<file path="config.mk">
export PLATFORM = sky130hd
export DESIGN_NAME = mdr_flat
export DESIGN_NICKNAME = d
export VERILOG_FILES = /design/src/rtl/mdr_pkg.sv /design/src/rtl/mdr_if.sv /design/src/rtl/mdr_out_gate.sv /design/src/rtl/mdr.sv /design/src/flat_wrapper.sv
export SDC_FILE = /design/constraint.sdc
export NUM_CORES = 1
export LEC_CHECK = 0
export BUFFER_PORTS_ARGS = -buffer_cell sky130_fd_sc_hd__buf_4
export CORE_AREA = 8 8 58 60
export DETAILED_ROUTE_END_ITERATION = 10
export DIE_AREA = 0 0 66 68
export PLACE_DENSITY = 0.78
export SYNTH_ARGS = -nofsm -noshare
export SYNTH_HDL_FRONTEND = slang
export SYNTH_SLANG_ARGS = --single-unit
export TNS_END_PERCENT = 20
</file>
<file path="constraint.sdc">
create_clock -name clk -period 1.12 [get_ports clk]
set_clock_uncertainty 0.15 [all_clocks]
set_input_delay 0.056 -clock clk [delete_from_list [all_inputs] [get_ports clk]]
set_output_delay 0.056 -clock clk [all_outputs]
set_load 0.05 [all_outputs]
</file>
<file path="src/rtl/mdr_pkg.sv">
// ---------------------------------------------------------------------------
// cpu_pkg: shared CPU datapath definitions.
//   DATA_W    - width of a CPU data word
//   word_t    - one data word
//   ZERO_WORD - all-zero word, the cleared / gated-off value
// Optional build macro used by this slice: MDR_TRISTATE_OUT_EN (see mdr_out_gate).
// ---------------------------------------------------------------------------
package cpu_pkg;

    localparam int DATA_W = 16;

    typedef logic [DATA_W-1:0] word_t;

    localparam word_t ZERO_WORD = '0;

endpackage : cpu_pkg

</file>
<file path="src/rtl/mdr_if.sv">
// ---------------------------------------------------------------------------
// mdr_if: bus/memory side signals of the Memory Data Register.
//   in_bus_en  - load the stored word from bus_in
//   in_mem_en  - load the stored word from mem_in (wins over in_bus_en)
//   out_bus_en - drive the stored word onto bus_out
//   out_mem_en - drive the stored word onto mem_out
//   bus_in / bus_out - CPU bus data in / out
//   mem_in / mem_out - memory data in / out
// Modports: master (the CPU/memory side driving the controls and inputs),
//           slave  (the MDR itself).
// ---------------------------------------------------------------------------
interface mdr_if #(
    parameter int WIDTH = cpu_pkg::DATA_W
);
    logic             in_bus_en;
    logic             in_mem_en;
    logic             out_bus_en;
    logic             out_mem_en;
    logic [WIDTH-1:0] bus_in;
    logic [WIDTH-1:0] bus_out;
    logic [WIDTH-1:0] mem_in;
    logic [WIDTH-1:0] mem_out;

    modport master (
        output in_bus_en,
        output in_mem_en,
        output out_bus_en,
        output out_mem_en,
        output bus_in,
        output mem_in,
        input  bus_out,
        input  mem_out
    );

    modport slave (
        input  in_bus_en,
        input  in_mem_en,
        input  out_bus_en,
        input  out_mem_en,
        input  bus_in,
        input  mem_in,
        output bus_out,
        output mem_out
    );
endinterface : mdr_if

</file>
<file path="src/rtl/mdr_out_gate.sv">
// ---------------------------------------------------------------------------
// mdr_out_gate: combinational output gate for the stored MDR word.
//   i_en   - output enable
//   i_q    - stored word
//   o_data - i_q when enabled; otherwise all zeros, or all Z when the
//            MDR_TRISTATE_OUT_EN macro is defined (lets bus_out share a bus).
// No register here: the enabled output follows the stored word with no
// added latency.
// ---------------------------------------------------------------------------
module mdr_out_gate
    import cpu_pkg::*;
#(
    parameter int WIDTH = DATA_W
) (
    input  logic             i_en,
    input  logic [WIDTH-1:0] i_q,
    output logic [WIDTH-1:0] o_data
);

`ifdef MDR_TRISTATE_OUT_EN
    // Release the line when disabled. While reset is asserted the stored word
    // is zero, so an enabled gate drives 0 rather than floating.
    assign o_data = i_en ? i_q : {WIDTH{1'bz}};
`else
    assign o_data = i_en ? i_q : {WIDTH{1'b0}};
`endif

endmodule : mdr_out_gate

</file>
<file path="src/rtl/mdr.sv">
// ---------------------------------------------------------------------------
// mdr: Memory Data Register between the CPU internal bus and the memory
// data port.
//   clk   - system clock, loads on the rising edge
//   reset - asynchronous active-low reset, clears the stored word at once
//   bus   - mdr_if.slave: load enables, output enables, bus/memory data
// Behaviour: one WIDTH-bit register. Memory load has priority over bus load;
// with neither enable the word holds. Both outputs are gated copies of the
// stored word (never of the data inputs), so a cycle that loads and drives
// shows the old word until the edge and the new word after it.
// Optional build macro: MDR_TRISTATE_OUT_EN - disabled outputs float (Z)
// instead of driving zero.
// ---------------------------------------------------------------------------
module mdr
    import cpu_pkg::*;
#(
    parameter int WIDTH = DATA_W
) (
    input  logic  clk,
    input  logic  reset,
    mdr_if.slave  bus
);

    logic [WIDTH-1:0] r_q;
    logic [WIDTH-1:0] w_q_next;

    // Memory side has priority when both load enables are raised.
    always_comb begin
        w_q_next = r_q;
        if (bus.in_mem_en) begin
            w_q_next = bus.mem_in;
        end else if (bus.in_bus_en) begin
            w_q_next = bus.bus_in;
        end
    end

    always_ff @(posedge clk or negedge reset) begin
        if (!reset) begin
            r_q <= WIDTH'(ZERO_WORD);
        end else begin
            r_q <= w_q_next;
        end
    end

    mdr_out_gate #(.WIDTH(WIDTH)) u_bus_gate (
        .i_en   (bus.out_bus_en),
        .i_q    (r_q),
        .o_data (bus.bus_out)
    );

    mdr_out_gate #(.WIDTH(WIDTH)) u_mem_gate (
        .i_en   (bus.out_mem_en),
        .i_q    (r_q),
        .o_data (bus.mem_out)
    );

endmodule : mdr

</file>
<file path="src/flat_wrapper.sv">
// flat-port wrapper written by rule: the top's interface ports become plain ports
module mdr_flat import cpu_pkg::*;
#(
    parameter int WIDTH = DATA_W
)
  (clk, reset, bus_in_bus_en, bus_in_mem_en, bus_out_bus_en, bus_out_mem_en, bus_bus_in, bus_mem_in, bus_bus_out, bus_mem_out);
  mdr_if #(.WIDTH(WIDTH)) bus_i ();
  input  logic clk;
  input  logic reset;
  input wire logic [$bits(bus_i.in_bus_en)-1:0] bus_in_bus_en;
  input wire logic [$bits(bus_i.in_mem_en)-1:0] bus_in_mem_en;
  input wire logic [$bits(bus_i.out_bus_en)-1:0] bus_out_bus_en;
  input wire logic [$bits(bus_i.out_mem_en)-1:0] bus_out_mem_en;
  input wire logic [$bits(bus_i.bus_in)-1:0] bus_bus_in;
  input wire logic [$bits(bus_i.mem_in)-1:0] bus_mem_in;
  output wire logic [$bits(bus_i.bus_out)-1:0] bus_bus_out;
  output wire logic [$bits(bus_i.mem_out)-1:0] bus_mem_out;
  assign bus_i.in_bus_en = bus_in_bus_en;
  assign bus_i.in_mem_en = bus_in_mem_en;
  assign bus_i.out_bus_en = bus_out_bus_en;
  assign bus_i.out_mem_en = bus_out_mem_en;
  assign bus_i.bus_in = bus_bus_in;
  assign bus_i.mem_in = bus_mem_in;
  assign bus_bus_out = bus_i.bus_out;
  assign bus_mem_out = bus_i.mem_out;
  mdr #(.WIDTH(WIDTH)) u_core (.clk(clk), .reset(reset), .bus(bus_i));
endmodule
</file>
==> flow_results.org <==
** Outcome
- Result of the run :: finished, violations left
- The final reports fail on setup timing.

** Logic synthesis
- Number of register bits inferred by synthesis :: 16
- Counting every net in the synthesized netlist gives between 100 and 150.
- Number of distinct library cells after synthesis :: 10
- Of the synthesized area, sequential elements account for 0.4199.
- The average instance in the mapped netlist occupies between 9 and 10 µm².
- In the synthesized netlist, the number of instances is between 100 and 150.
- The cell area that synthesis handed to floorplanning was 953.4 µm².
- The Yosys step of the flow raised 0 warnings.

** Timing
- Dividing the final minimum period by the clock period gives 1.106.
- Unrepaired setup endpoints after global routing :: yes
- The worst path in the final design needs a cycle of ~1.2 ns, including I/O delays and setup.
- The number of pins exceeding their max-slew limit in the final report came to 0.
- Setup violations remaining at the end of the flow were counted as 32.
- Setup slack on the critical path of the routed design comes to -0.1193 ns.
- The worst pin sits at a relative slew slack of 0.8113.
- Fmax :: just over 0.8 GHz
- Hold Vio Cnt, Final :: 0
- For the pin with the worst max-slew slack, the measured transition is 0.2830 ns.

** Route
- For this block, the initial DRC count from the detailed router was 65.
- Detailed Route WL :: between 4000 and 5000 µm
- Average wire per standard cell :: ~18 µm
- Across all layers, the routed design uses between 1000 and 1500 vias.
- After detailed routing, the number of remaining DRC violations is 0.
- The count of nets left with antenna violations once routing finished came out at 0.
- The first detailed-routing pass took 4 iterations.
- Drt via density :: 4.887

** GRT
- Wire length of the first global-routing pass :: ~6700 µm
- Global routing finished with a remaining overflow of 0.
- Global routing usage summed across all routing layers :: 0.1958
- Entering global routing, the biggest net connects 33 pins.
- The number of global-route vias before repair came to 1300.
- The initial antenna violation count was 0.

** Cells and area
- Area growth from synthesis to final layout :: 117.3%
- Largest reg by FF count :: u_core.r_q
- Largest registers in the final layout :: u_core.r_q (16)
- Number of flip-flops under the largest register name :: 16
- Antenna fix cells :: 0
- After the last flow step, the layout net total stands at between 200 and 250.
- For this run, the number of standard cells in the final layout without fillers is approximately 240.
- Of the cells placed in the final design, the portion with a size suffix greater than 1 is 0.5266.

** Pwr
- Internal power :: roughly 0.0013 W
- Of the total power, the share spent switching nets is 0.3663.
- The share of total power dissipated in sequential elements is 0.331.
- The analysis attributes to cell leakage a power of roughly 1.0 nW.
- Clock Power Share :: 0.188
- Of the total power, combinational logic draws 0.481.
- Switching component of the power :: about 0.00075 W
- Largest vdd supply drop :: around 0.0008 V
- Dividing total power by cell area gives a power density of 993.8 mW/mm².

** Floorplanning
- 70 I/O pins were placed.
- Area of the core :: 0.002567 mm²
- Die area :: about 0.0045 mm²
- Measured along the x axis, the die boundary spans between 60 and 70 µm.
- Measured along the y axis, the die boundary spans approximately 70 µm.
- Placement row count :: 19
- The initial utilization of the core area, before any placement, comes to 0.3713.

** Place
- The congestion estimate from routability-driven global placement came to 0.8213.
- Number of buffers added on ports :: 69
- In this run, placement finished with an instance count of between 150 and 200.
- Pre-CTS setup slack :: ~0.16 ns

** Clock tree
- CTS HTree Levels :: 1
- Clock transition at the registers of the reported paths :: ~0.1 ns
- TritonCTS built the clock tree.
- Total number of clock tree sinks :: 16
- Buffers inserted during clock tree synthesis total 3.
- The clock passes through at most 2 buffers.
- Clock root cell :: clkbuf_4
- Clock insertion delay at the later pin of the skew report :: 0.29 ns

** Setup path
- Arrival time reported for the critical path endpoint :: 1.03 ns
- In this design, the stage delay of the slowest critical-path cell is around 0.43 ns.
- The worst register-to-register path ends at u_core.r_q[6]$_DFFE_PN0P_.
- Crit Path Max Fanout :: 3
- STA classifies the critical path endpoint as an output port.
- The worst register-to-register path begins at u_core.r_q[6]$_DFFE_PN0P_.
- The kind of cell with the highest combined delay along the critical path is flip-flops.
- Cell breakdown of the critical path :: and2_4 > buf_6
- The critical path is of the reg -> out type.
- Among all stages on the critical path, the largest delay is contributed by dfrtp_1.
- Counting both buffers and inverters, the worst setup path holds a total of 1.
- Startpoint kind of the worst setup timing path :: flop
- Path depth of the worst reg2reg path :: 3
- CP Data Required Time :: 0.91 ns
- Worst reg2reg setup slack :: around 0.10 ns

** Run
- Max-cap violations in this run came to 0.

** Min path
- HP Class :: in -> async
## synth_stat cells
master    count  area (µm²)
o21ai_1      10       50.05
clkbuf_1      3       11.26
and2_1       32       200.2
dfrtp_1      16       400.4
buf_6         1       11.26
mux2i_1      16       160.2
buf_12        1       20.02
nand2_1      16       60.06
buf_2         2       10.01
o21ai_0       6       30.03
## worst reg2reg max path: cells and delay by family, from the launching register on
family | cells | cell delay [ns]
compound gates | 1 | 0.07
buf+inv | 1 | 0.15
flops | 1 | 0.42
mux | 1 | 0.12
## power by group through the flow
stage | sequential, W | clock, W | combinational, W
floorplan | 0.000665 | 0 | 0.000462
global placement | 0.000671 | 0 | 0.000712
detailed placement | 0.000675 | 0 | 0.000723
CTS | 0.000669 | 0.000408 | 0.000951
global route | 0.000685 | 0.000426 | 0.00104
finish | 0.000681 | 0.000387 | 0.000991
## what timing repair did
action                                  4_1_cts  5_1_grt
setup buffers                                 3        1
endpoints found under the setup margin       32       35
pin swaps                                     2        0
endpoints found under the hold margin        32        0
resized for setup                            58        8
hold buffers                                 34        0
## cell usage in the layout, fill, tap and decap left out
master / n
and2_4: 32
buf_4: 40
buf_6: 32
buf_8: 1
clkbuf_4: 3
clkbuf_8: 1
dfrtp_1: 16
dlygate4sd3_1: 34
mux2i_1: 16
nand2_1: 16
o21ai_0: 6
o21ai_1: 10
## how the worst max path moves through the flow
stage	endpoint	cells past startpoint	startpoint	slack, ns
global route	bus_bus_out[11]	2	u_core.r_q[11]$_DFFE_PN0P_	-0.15
finish	bus_bus_out[5]	2	u_core.r_q[5]$_DFFE_PN0P_	-0.12
global placement	u_core.r_q[12]$_DFFE_PN0P_	3	bus_in_bus_en	0.20
detailed placement	u_core.r_q[11]$_DFFE_PN0P_	3	bus_in_bus_en	0.16
floorplan	bus_bus_out[15]	1	u_core.r_q[15]$_DFFE_PN0P_	0.16
CTS	bus_bus_out[1]	2	u_core.r_q[1]$_DFFE_PN0P_	-0.11
## final cells by class
| type | count | area [µm²] |
|---|---|---|
| Fill cell | 141 | 495.5 |
| Sequential cell | 16 | 400.4 |
| Multi-Input combinational cell | 80 | 580.6 |
| Clock buffer | 4 | 36.28 |
| Tap cell | 31 | 38.79 |
| Timing Repair Buffer | 107 | 1016 |
## routing by layer
| layer | vias up | part of all wire | track usage | wire length, µm |
|---|---|---|---|---|
| met3 | 10 | 0.062 | 0.04419 | 267 |
| met2 | 55 | 0.54 | 0.3812 | 2342 |
| met4 | 0 | 0.027 | 0.08000 | 118 |
| li1 | 544 | - | - | - |
| met5 | - | 0 | 0 | 0 |
| met1 | 554 | 0.37 | 0.1969 | 1570 |
## through the flow
stage,power [W],utilization,TNS [ns],area [µm²],hold slack [ns]
3_3_place_gp,0.001383,0.5677,0,1458,-0.2215
2_1_floorplan,0.001127,-,0,953.4,-0.3896
3_5_place_dp,0.001398,0.5677,0,1458,-0.2185
6_report,0.002059,0.8070,-2.852,2072,0.01170
4_1_cts,0.002029,0.7953,-2.735,2042,0.009241
5_1_grt,0.002147,0.8070,-3.902,2072,0.01176
## cell families after synthesis
kind of cell	Yosys count	synth area share
flip-flops	16	0.4199
buffers and inverters	7	0.05512
multiplexers	16	0.1680
AO/OA/AOI/OAI	16	0.08399
AND/OR/NAND/NOR	48	0.2730
Note: power is estimated with default switching activity, not from simulation.
